## config.mk

```make
export PLATFORM = sky130hd
export DESIGN_NAME = wb_arbiter_queue
export DESIGN_NICKNAME = d
export VERILOG_FILES = /design/src/rtl/core101_pkg.sv /design/src/rtl/fifo_sync.sv /design/src/rtl/wb_arbiter_queue.sv
export SDC_FILE = /design/constraint.sdc
export NUM_CORES = 1
export LEC_CHECK = 0
export CAP_MARGIN = 15
export CORE_MARGIN = 3
export CORE_UTILIZATION = 40
export CTS_BUF_LIST = sky130_fd_sc_hd__clkbuf_4
export DETAILED_ROUTE_END_ITERATION = 8
export GPL_ROUTABILITY_DRIVEN = 0
export PLACE_DENSITY_LB_ADDON = 0.3
export REMOVE_ABC_BUFFERS = 1
export SLEW_MARGIN = 20
export SYNTH_ARGS = -nofsm -noshare
export SYNTH_HDL_FRONTEND = slang
export SYNTH_HIERARCHICAL = 1
export SYNTH_SLANG_ARGS = --single-unit
```

## constraint.sdc

```tcl
create_clock -name clock_in -period 3.74 [get_ports clock_in]
set_clock_uncertainty 0.1 [all_clocks]
set_input_delay 0.748 -clock clock_in [delete_from_list [all_inputs] [get_ports clock_in]]
set_output_delay 0.748 -clock clock_in [all_outputs]
set_load 0.03 [all_outputs]
```

## src/rtl/core101_pkg.sv

```systemverilog
// Shared writeback-stage definitions: datapath widths, arbiter grant encoding
// and the queued writeback entry layout.
package core101_pkg;

    localparam int XLEN   = 32;
    localparam int REG_AW = 5;

    typedef enum logic {
        GRANT_ALU = 1'b0,
        GRANT_LSU = 1'b1
    } grant_e;

    typedef struct packed {
        logic [REG_AW-1:0] rd;
        logic [XLEN-1:0]   data;
    } wb_entry_t;

endpackage

```

## src/rtl/fifo_sync.sv

```systemverilog
// In-order circular queue with per-entry valid bits and a tap of each entry's
// upper field, so the owner can compare queued destinations without popping.
module fifo_sync #(
    parameter int DEPTH = 4,
    parameter int WIDTH = 37,
    parameter int TAP_W = 5
) (
    input  logic                        clock_in,
    input  logic                        reset_in,
    input  logic                        push,
    input  logic                        pop,
    input  logic [WIDTH-1:0]            push_data,
    output logic [WIDTH-1:0]            head_data,
    output logic                        full,
    output logic                        empty,
    output logic [DEPTH-1:0]            entry_valid,
    output logic [DEPTH-1:0][TAP_W-1:0] entry_tap
);

    localparam int PW = $clog2(DEPTH);
    localparam int CW = PW + 1;

    logic [DEPTH-1:0][WIDTH-1:0] mem;
    logic [PW-1:0]               rd_ptr;
    logic [PW-1:0]               wr_ptr;
    logic [CW-1:0]               count;

    // On a pop-through of a full queue both pointers address the same slot;
    // the push assignment comes last so the slot stays valid with new data.
    always_ff @(posedge clock_in or negedge reset_in) begin
        if (!reset_in) begin
            mem         <= '0;
            entry_valid <= '0;
            rd_ptr      <= '0;
            wr_ptr      <= '0;
            count       <= '0;
        end else begin
            if (pop) begin
                entry_valid[rd_ptr] <= 1'b0;
                rd_ptr              <= rd_ptr + PW'(1);
            end
            if (push) begin
                mem[wr_ptr]         <= push_data;
                entry_valid[wr_ptr] <= 1'b1;
                wr_ptr              <= wr_ptr + PW'(1);
            end
            count <= count + CW'(push) - CW'(pop);
        end
    end

    assign empty = (count == '0);
    assign full  = (count == CW'(DEPTH));

    // When empty, the slot just behind rd_ptr still holds the last popped
    // entry and cannot be overwritten before the next push lands at rd_ptr.
    assign head_data = empty ? mem[rd_ptr - PW'(1)] : mem[rd_ptr];

    always_comb begin
        for (int i = 0; i < DEPTH; i++) begin
            entry_tap[i] = mem[i][WIDTH-1 -: TAP_W];
        end
    end

endmodule

```

## src/rtl/wb_arbiter_queue.sv

```systemverilog
// Writeback stage: round-robin ALU/LSU arbitration into an in-order queue that
// drains to the register file, plus RAW pending flags for the issue stage.
module wb_arbiter_queue #(
    parameter int XLEN   = 32,
    parameter int REG_AW = 5,
    parameter int DEPTH  = 4
) (
    input  logic              clock_in,
    input  logic              reset_in,
    input  logic              alu_valid_in,
    output logic              alu_ready_out,
    input  logic [REG_AW-1:0] alu_rd_in,
    input  logic [XLEN-1:0]   alu_data_in,
    input  logic              lsu_valid_in,
    output logic              lsu_ready_out,
    input  logic [REG_AW-1:0] lsu_rd_in,
    input  logic [XLEN-1:0]   lsu_data_in,
    output logic              wb_valid_out,
    input  logic              wb_ready_in,
    output logic [REG_AW-1:0] wb_rd_out,
    output logic [XLEN-1:0]   wb_data_out,
    input  logic [REG_AW-1:0] rs1_addr_in,
    input  logic [REG_AW-1:0] rs2_addr_in,
    output logic              rs1_pending_out,
    output logic              rs2_pending_out
);

    import core101_pkg::*;

    localparam int WIDTH = REG_AW + XLEN;

    grant_e                      grant;
    grant_e                      last_grant;
    logic                        any_req;
    logic [REG_AW-1:0]           win_rd;
    logic [XLEN-1:0]             win_data;
    logic                        win_is_x0;
    logic                        accept;
    logic                        push;
    logic                        pop;
    logic                        q_full;
    logic                        q_empty;
    logic [WIDTH-1:0]            head_data;
    logic [DEPTH-1:0]            entry_valid;
    logic [DEPTH-1:0][REG_AW-1:0] entry_rd;

    // Round-robin: a lone requester always wins, a tie goes to whoever did
    // not win the last accepted transfer.
    always_comb begin
        grant = GRANT_ALU;
        if (alu_valid_in && lsu_valid_in) begin
            grant = (last_grant == GRANT_ALU) ? GRANT_LSU : GRANT_ALU;
        end else if (lsu_valid_in) begin
            grant = GRANT_LSU;
        end
    end

    assign any_req   = alu_valid_in | lsu_valid_in;
    assign win_rd    = (grant == GRANT_ALU) ? alu_rd_in : lsu_rd_in;
    assign win_data  = (grant == GRANT_ALU) ? alu_data_in : lsu_data_in;
    assign win_is_x0 = (win_rd == '0);
    assign pop       = wb_valid_out & wb_ready_in;

    // x0 writes are discarded, so they need no queue space to be accepted.
    assign accept = reset_in & any_req & (win_is_x0 | ~q_full | pop);
    assign push   = accept & ~win_is_x0;

    assign alu_ready_out = accept & (grant == GRANT_ALU);
    assign lsu_ready_out = accept & (grant == GRANT_LSU);

    always_ff @(posedge clock_in or negedge reset_in) begin
        if (!reset_in) begin
            last_grant <= GRANT_LSU;
        end else if (accept) begin
            last_grant <= grant;
        end
    end

    fifo_sync #(
        .DEPTH (DEPTH),
        .WIDTH (WIDTH),
        .TAP_W (REG_AW)
    ) u_queue (
        .clock_in    (clock_in),
        .reset_in    (reset_in),
        .push        (push),
        .pop         (pop),
        .push_data   ({win_rd, win_data}),
        .head_data   (head_data),
        .full        (q_full),
        .empty       (q_empty),
        .entry_valid (entry_valid),
        .entry_tap   (entry_rd)
    );

    assign wb_valid_out = ~q_empty;
    assign wb_rd_out    = head_data[WIDTH-1 -: REG_AW];
    assign wb_data_out  = head_data[XLEN-1:0];

    // x0 is never a hazard even if it were somehow present in the queue.
    always_comb begin
        rs1_pending_out = 1'b0;
        rs2_pending_out = 1'b0;
        for (int i = 0; i < DEPTH; i++) begin
            if (entry_valid[i] && (entry_rd[i] == rs1_addr_in)) begin
                rs1_pending_out = 1'b1;
            end
            if (entry_valid[i] && (entry_rd[i] == rs2_addr_in)) begin
                rs2_pending_out = 1'b1;
            end
        end
        if (rs1_addr_in == '0) begin
            rs1_pending_out = 1'b0;
        end
        if (rs2_addr_in == '0) begin
            rs2_pending_out = 1'b0;
        end
    end

endmodule

```

==> results of run 1 <==
-- metrics by stage --
stage	cell area, µm²	utilization	instances
2_1_floorplan	9100	-	578
3_3_place_gp	11100	0.482	1044
3_5_place_dp	11100	0.482	1044
4_1_cts	11400	0.495	1075
5_1_grt	11500	0.497	1075
6_report	11500	0.497	1075
-- cell usage in the layout, fill, tap and decap left out, drive strengths merged, types with 3 or more instances in the layout --
cell / netlist / layout
mux2: 222 / 222
dfrtp: 159 / 159
clkdlybuf4s50: 0 / 88
mux4: 74 / 74
xor2: 34 / 34
dlygate4sd2: 0 / 29
buf: 55 / 28
clkbuf: 14 / 18
nand2: 13 / 13
xnor2: 10 / 10
ha: 10 / 10
nand3: 9 / 9
inv: 9 / 9
nor4: 8 / 8
dlymetal6s2s: 0 / 8
bufinv: 0 / 5
clkinv: 0 / 5
a22o: 4 / 4
nor3: 4 / 4
o21ai: 4 / 4
or4: 3 / 3
clkinvlp: 0 / 3
-- what timing repair did --
item	4_1_cts	5_1_grt
gates cloned	0	0
gates resized for setup	30	9
endpoints found under the setup margin	29	8
-- power breakdown --
part	internal, µW	switching [µW]	leakage, µW
Clock	592	589	0.000166
Sequential	2630	808	0.00190
Combinational	3350	3100	0.00267
-- worst min path at each step --
stage,from,end,slack (ns),depth (start not counted)
after floorplan,reset_in,u_queue/count[0]$_DFF_PN0_,0.35,0
after CTS,reset_in,u_queue/entry_tap[16]$_DFFE_PN0P_,0.34,2
after global placement,u_queue/mem[21]$_DFFE_PN0P_,u_queue/mem[21]$_DFFE_PN0P_,0.38,1
after global routing,reset_in,u_queue/entry_tap[16]$_DFFE_PN0P_,0.22,2
after detailed placement,u_queue/mem[45]$_DFFE_PN0P_,u_queue/mem[45]$_DFFE_PN0P_,0.40,1
final,reset_in,u_queue/entry_tap[16]$_DFFE_PN0P_,0.22,2
-- sequential cells by signal (all words and copies together), names as in the netlist --
register,cells
u_queue/wr_ptr,2
last_grant,1
u_queue/mem,128
u_queue/entry_valid,4
u_queue/count,3
u_queue/rd_ptr,2
u_queue/entry_tap,20
-- layout make-up --
type / count / area share
clock buffer: 18 / 0.0118
clock inverter: 13 / 0.0169
inverter: 9 / 0.00295
multi-input combinational: 409 / 0.444
sequential: 160 / 0.350
tap: 313 / 0.0342
timing repair buffer: 153 / 0.140
-- cells by family after synthesis --
family,share of synthesized area
AO/OA/AOI/OAI,0.00943
XOR/XNOR,0.0403
adder cells (fa/ha/maj),0.0152
buffers and inverters,0.0516
flip-flops,0.419
multiplexers,0.438
AND/OR/NAND/NOR,0.0267
-- worst max-delay path: cells and delay by family --
family,cells,cell delay (ns)
buffers and inverters,2,0.67
AND/OR/NAND/NOR,4,1.32
-- synth_stat cells (4+ instances only) --
master and instances:
dfrtp_1 159, mux2_1 151, mux2_2 71, mux4_2 70, xor2_1 34, buf_2 23, buf_4 20, clkbuf_1 14
ha_1 10, nand2_1 10, xnor2_1 10, nand3_1 9, nor4_1 8, buf_6 7, inv_1 7, a22o_1 4
mux4_1 4, nor3_1 4
-- metal layers --
metal	wire length, µm	GRT usage	vias to the layer above	share of wire
met2	11900	0.322	154	0.52
met3	888	0.0392	31	0.039
met5	0	0	-	0
met1	9640	0.227	3165	0.42
met4	316	0.0442	0	0.014
li1	-	-	2632	-
==> metrics.log, run 1 <==
INFO  metric synth.distinct_cells = 39
INFO  metric finalCriticalPeriod = about 3.6 ns
INFO  metric setup_violations = 0
INFO  metric drt_drc_violations_left = 0
INFO  metric tightestPinTransition = about 0.83 ns
INFO  metric drt-vias-per-instance = 5.56
INFO  metric core.rowCount = between 50 and 60
INFO  metric drv_slew = 0
INFO  metric async_reset_ff_frac = 1.00
INFO  metric clock_tree_buffer_depth = 2
INFO  metric die-height = about 160 µm
INFO  metric drive_gt1_frac = 0.277
INFO  metric dp_slack = -0.0129 ns
INFO  metric crit_path_cell_trace = clkdlybuf4s50_1 -> or4_1 -> or3_1 -> and3_4 -> nor3_1 -> buf_4
INFO  metric vias_in_the_first_global_route = around 6700
INFO  metric post_cts.repair.setup_buffers = 0
INFO  metric crit_path_end_kind = output pin
INFO  metric synth_enable_flop_cells = 0
INFO  metric detail_route.first_pass.iterations = 6
INFO  metric timing.critical_path.slowest_stage_cell = or4_1
INFO  metric achievable-frequency = approximately 280 MHz
INFO  metric antenna_left = 0
INFO  metric worstSetupStartpointType = input port
INFO  metric final_net_count = 850
INFO  metric period_share = 0.959
INFO  metric syn-instance-count = around 650
INFO  metric synth_seq_area_share = 0.419
INFO  metric finalHoldViolCount = 0
INFO  metric fill_cells = ~2000
INFO  metric yosys-top-cells-area = dfrtp_1 42%, mux2_1 18%, mux4_2 16%, mux2_2 8.4%, xor2_1 3.1%
INFO  metric cts_hold_buf = 0
INFO  metric worst-setup-path-type = input port to output pin
INFO  metric post_synth.cell_area_avg = 14.8 µm²
INFO  metric reg2regPathDepth = 8
INFO  metric globalRouteTotalUtil = 0.182
INFO  metric cp_data_required_time = roughly 2.9 ns
INFO  metric most_instantiated_flip_flop_cell_in_the_synthesis_netlist = dfrtp_1
INFO  metric cts.reportedPaths.clkPinSlew = approximately 0.12 ns
INFO  metric clock_tree.root_cell = clkbuf_4
INFO  metric worstReg2RegEnd = u_queue/mem[126]$_DFFE_PN0P_
INFO  metric p_leak = between 0.004 and 0.005 µW
INFO  metric dp_hpwl = around 16 mm
INFO  metric cp-endpoint = alu_ready_out
INFO  metric fp.dieArea = approximately 26000 µm²
INFO  metric hp-class = input port to async pin
INFO  metric pin_count = roughly 130
INFO  metric crit_path_start = alu_rd_in[2]
INFO  metric insertion_delay = between 0.5 and 0.6 ns
INFO  metric grt_antenna_before_repair = 0
INFO  metric flow.area_growth_from_synthesis = 19.8%
INFO  metric yosys_warnings = 6
INFO  metric wl_per_cell = between 20 and 25 µm
INFO  metric coreArea = about 23000 µm²
INFO  metric drt-total-wl = ~23 mm
INFO  metric synthesized_flop_and_latch_total = between 150 and 200
INFO  metric floorplan.initialDensity = 0.414
INFO  metric result_of_the_run = finished clean
INFO  metric globalRouteOverflowTotal = 0
INFO  metric first_iter_violations = between 200 and 250
INFO  metric max-slew-margin-rel = 0.441
INFO  metric total_power = approximately 11000 µW
INFO  metric fp.dieW = 161 µm
INFO  metric multiInputGateArea = around 5100 µm²
INFO  metric synth_largest_area_cell = dfrtp_1
INFO  metric grt_pass1_wl = approximately 37 mm
INFO  metric peakVddDrop = 0.000535 V
INFO  metric num_vias = around 6000
INFO  metric clock_sinks = 160
INFO  metric cpPeakStageDelay = about 0.51 ns
INFO  metric insertedDiodeCount = 0
INFO  metric synth_area = 9560 µm²
INFO  metric finalHoldWorstSlack = roughly 0.22 ns
INFO  metric cap_viol_max_count = 0
INFO  metric r2r_setup_slack = slightly above 1 ns
INFO  metric maximum_number_of_pins_on_one_net_before_global_route_repair = 85
INFO  metric seqCellArea = approximately 4000 µm²
INFO  metric critPathMaxFanout = 4
INFO  metric buffer_ports.inserted = 130
INFO  metric htree_levels = 4
INFO  metric cts_inserted_buffers = 17
INFO  metric arrival = roughly 2.7 ns
INFO  metric power_per_cell_area = between 900 and 1000 nW/µm²
INFO  metric tritoncts = done
INFO  metric synth_largest_type_area_fraction = 0.416
INFO  metric regToRegStartpoint = u_queue/count[2]$_DFF_PN0_
INFO  metric setup_ws_final = about 0.15 ns
INFO  metric unrepaired_setup_endpoints_after_global_routing = no
INFO  metric setup_total_negative_slack = 0 ns
Power figures use the tool's default switching activity.
==> inputs of run 2 (changes only) <==
--- a/config.mk
+++ b/config.mk
@@ -6,11 +6,10 @@
 export NUM_CORES = 1
 export LEC_CHECK = 0
 export CAP_MARGIN = 15
-export CORE_MARGIN = 3
+export CORE_MARGIN = 2
 export CORE_UTILIZATION = 40
 export CTS_BUF_LIST = sky130_fd_sc_hd__clkbuf_4
 export DETAILED_ROUTE_END_ITERATION = 8
-export GPL_ROUTABILITY_DRIVEN = 0
 export PLACE_DENSITY_LB_ADDON = 0.3
 export REMOVE_ABC_BUFFERS = 1
 export SLEW_MARGIN = 20
==> metrics.log, run 2 (synthesized netlist as in run 1, its figures left out) <==
INFO  metric result_of_the_run = finished clean
INFO  metric cp_data_required_time = 2.89 ns
INFO  metric maximum_number_of_pins_on_one_net_before_global_route_repair = 163
INFO  metric cts.reportedPaths.clkPinSlew = between 0.1 and 0.15 ns
INFO  metric critPathMaxFanout = 9
INFO  metric layout.cells.most_common_list = 157 x dfrtp_1, 151 x mux2_1, 94 x clkdlybuf4s50_1
INFO  metric p_comb_frac = 0.598
INFO  metric drt-vias-per-instance = between 5 and 6
INFO  metric grt_pass1_wl = 36.1 mm
INFO  metric finalHoldWorstSlack = between 0.15 and 0.2 ns
INFO  metric achievable-frequency = 278 MHz
INFO  metric met2_usage = 0.328
INFO  metric cts_hold_buf = 0
INFO  metric post_cts.repair.setup_buffers = 0
INFO  metric hp-class = input port to async pin
INFO  metric unrepaired_setup_endpoints_after_global_routing = no
INFO  metric fp.dieArea = 25100 µm²
INFO  metric first_iter_violations = around 220
INFO  metric busiest_layer_in_global_routing = met2
INFO  metric htree_levels = 4
INFO  metric mostFrequentLayoutCell = dfrtp_1
INFO  metric peakVddDrop = ~0.00052 V
INFO  metric globalRouteOverflowTotal = 0
INFO  metric pin_count = 131
INFO  metric drv_slew = 0
INFO  metric largest_reg_flops = 128
INFO  metric finalHoldViolCount = 0
INFO  metric insertion_delay = around 0.55 ns
INFO  metric antenna_left = 0
INFO  metric finalCriticalPeriod = approximately 3.6 ns
INFO  metric die-height = around 160 µm
INFO  metric cts_inserted_buffers = 17
INFO  metric dp_slack = -0.0508 ns
INFO  metric drt_drc_violations_left = 0
INFO  metric floorplan.initialDensity = 0.407
INFO  metric setup_ws_final = 0.147 ns
INFO  metric setup_total_negative_slack = 0 ns
INFO  metric buffer_ports.inserted = between 100 and 150
INFO  metric period_share = 0.961
INFO  metric fp.dieW = 159 µm
INFO  metric detail_route.first_pass.iterations = 4
INFO  metric gp_congestion = ~0.86
INFO  metric max-slew-margin-rel = 0.381
INFO  metric seq_power_share = 0.308
INFO  metric power_per_cell_area = slightly below 1000 nW/µm²
INFO  metric coreArea = between 20000 and 25000 µm²
INFO  metric tritoncts = done
INFO  metric worstSetupStartpointType = flip-flop
INFO  metric p_clk_frac = 0.094
INFO  metric setup_violations = 0
INFO  metric grt_antenna_before_repair = 0
INFO  metric registers.top_by_ff_count = u_queue/mem
INFO  metric globalRouteTotalUtil = 0.190
INFO  metric power_report.internal_total = between 6000 and 7000 µW
INFO  metric grt.met1_usage = 0.245
INFO  metric total_power = about 11000 µW
INFO  metric core.rowCount = 56
INFO  metric crit_path_end_kind = output pin
INFO  metric insertedDiodeCount = 0
INFO  metric worst-setup-path-type = flip-flop to output pin
INFO  metric global_route.usage.met3 = 0.0406
INFO  metric tightestPinTransition = about 0.93 ns
INFO  metric dp_hpwl = 14.8 mm
INFO  metric drive_gt1_frac = 0.282
INFO  metric clock_sinks = 160
INFO  metric wl_per_cell = ~22 µm
INFO  metric final_net_count = about 850
INFO  metric clock_tree.root_cell = clkbuf_4
INFO  metric flow.area_growth_from_synthesis = 19.7%
INFO  metric drt-total-wl = 23.4 mm
INFO  metric arrival = 2.74 ns
INFO  metric clock_tree_buffer_depth = 2
INFO  metric p_leak = 0.00468 µW
INFO  metric switching_share = 0.420
INFO  metric vias_in_the_first_global_route = 6520
INFO  metric num_vias = between 5000 and 6000
INFO  metric netSwitchingPower = approximately 4700 µW
INFO  metric cap_viol_max_count = 0
INFO  metric r2r_setup_slack = 1.20 ns
[run 2: per-layer routing]
layer | up-vias | routed length [µm] | part of all wire
li1 | 2636 | - | -
met4 | 0 | 238 | 0.010
met3 | 20 | 1040 | 0.044
met1 | 3174 | 10300 | 0.44
met2 | 130 | 11800 | 0.50
met5 | - | 0 | 0
[run 2: final cells by class]
class	instances	area [µm²]
Clock buffer	17	128
Sequential cell	160	4010
Multi-Input combinational cell	409	5090
Tap cell	319	399
Fill cell	2044	12000
Clock inverter	15	148
Timing Repair Buffer	152	1630
Inverter	9	33.8
[run 2: power by group through the flow]
stage                     sequential [µW]  clock, µW  combinational (µW)
final                                3420       1050                6640
after global routing                 3560       1160                7070
after CTS                            3410       1090                6660
after detailed placement             3450          0                6810
after global placement               3300          0                6680
after floorplan                      3360          0                4550
[run 2: what timing repair did]
item / CTS / global route
pin swaps: 0 / 0
resized for setup: 31 / 3
setup endpoints to repair: 35 / 8
gates cloned: 1 / 2
[run 2: final timing paths]
kind / cells after the start / end / startpoint
worst max-delay path: 5 / wb_data_out[5] / u_queue/rd_ptr[0]$_DFFE_PN0P_
worst min-delay path: 2 / u_queue/count[1]$_DFF_PN0_ / reset_in
worst max register to register: 7 / u_queue/mem[91]$_DFFE_PN0P_ / u_queue/count[2]$_DFF_PN0_
worst min register to register: 1 / u_queue/mem[44]$_DFFE_PN0P_ / u_queue/mem[44]$_DFFE_PN0P_
max in group asynchronous: 2 / u_queue/rd_ptr[1]$_DFFE_PN0P_ / reset_in
min in group clock_in: 1 / u_queue/mem[44]$_DFFE_PN0P_ / u_queue/mem[44]$_DFFE_PN0P_
[run 2: stage by stage]
step	instances	utilization	cell area, µm²
final	1081	0.487	11400
after global routing	1081	0.487	11400
after CTS	1079	0.485	11400
after detailed placement	1046	0.472	11100
after global placement	1046	0.472	11100
after floorplan	578	-	9100
[run 2: worst max-delay path, cell delays in order (launching register included)]
cell	delay, ns
dfrtp_4	0.51
inv_2	0.07
ha_4	0.39
mux4_2	0.33
mux2_2	0.29
clkdlybuf4s50_1	0.60
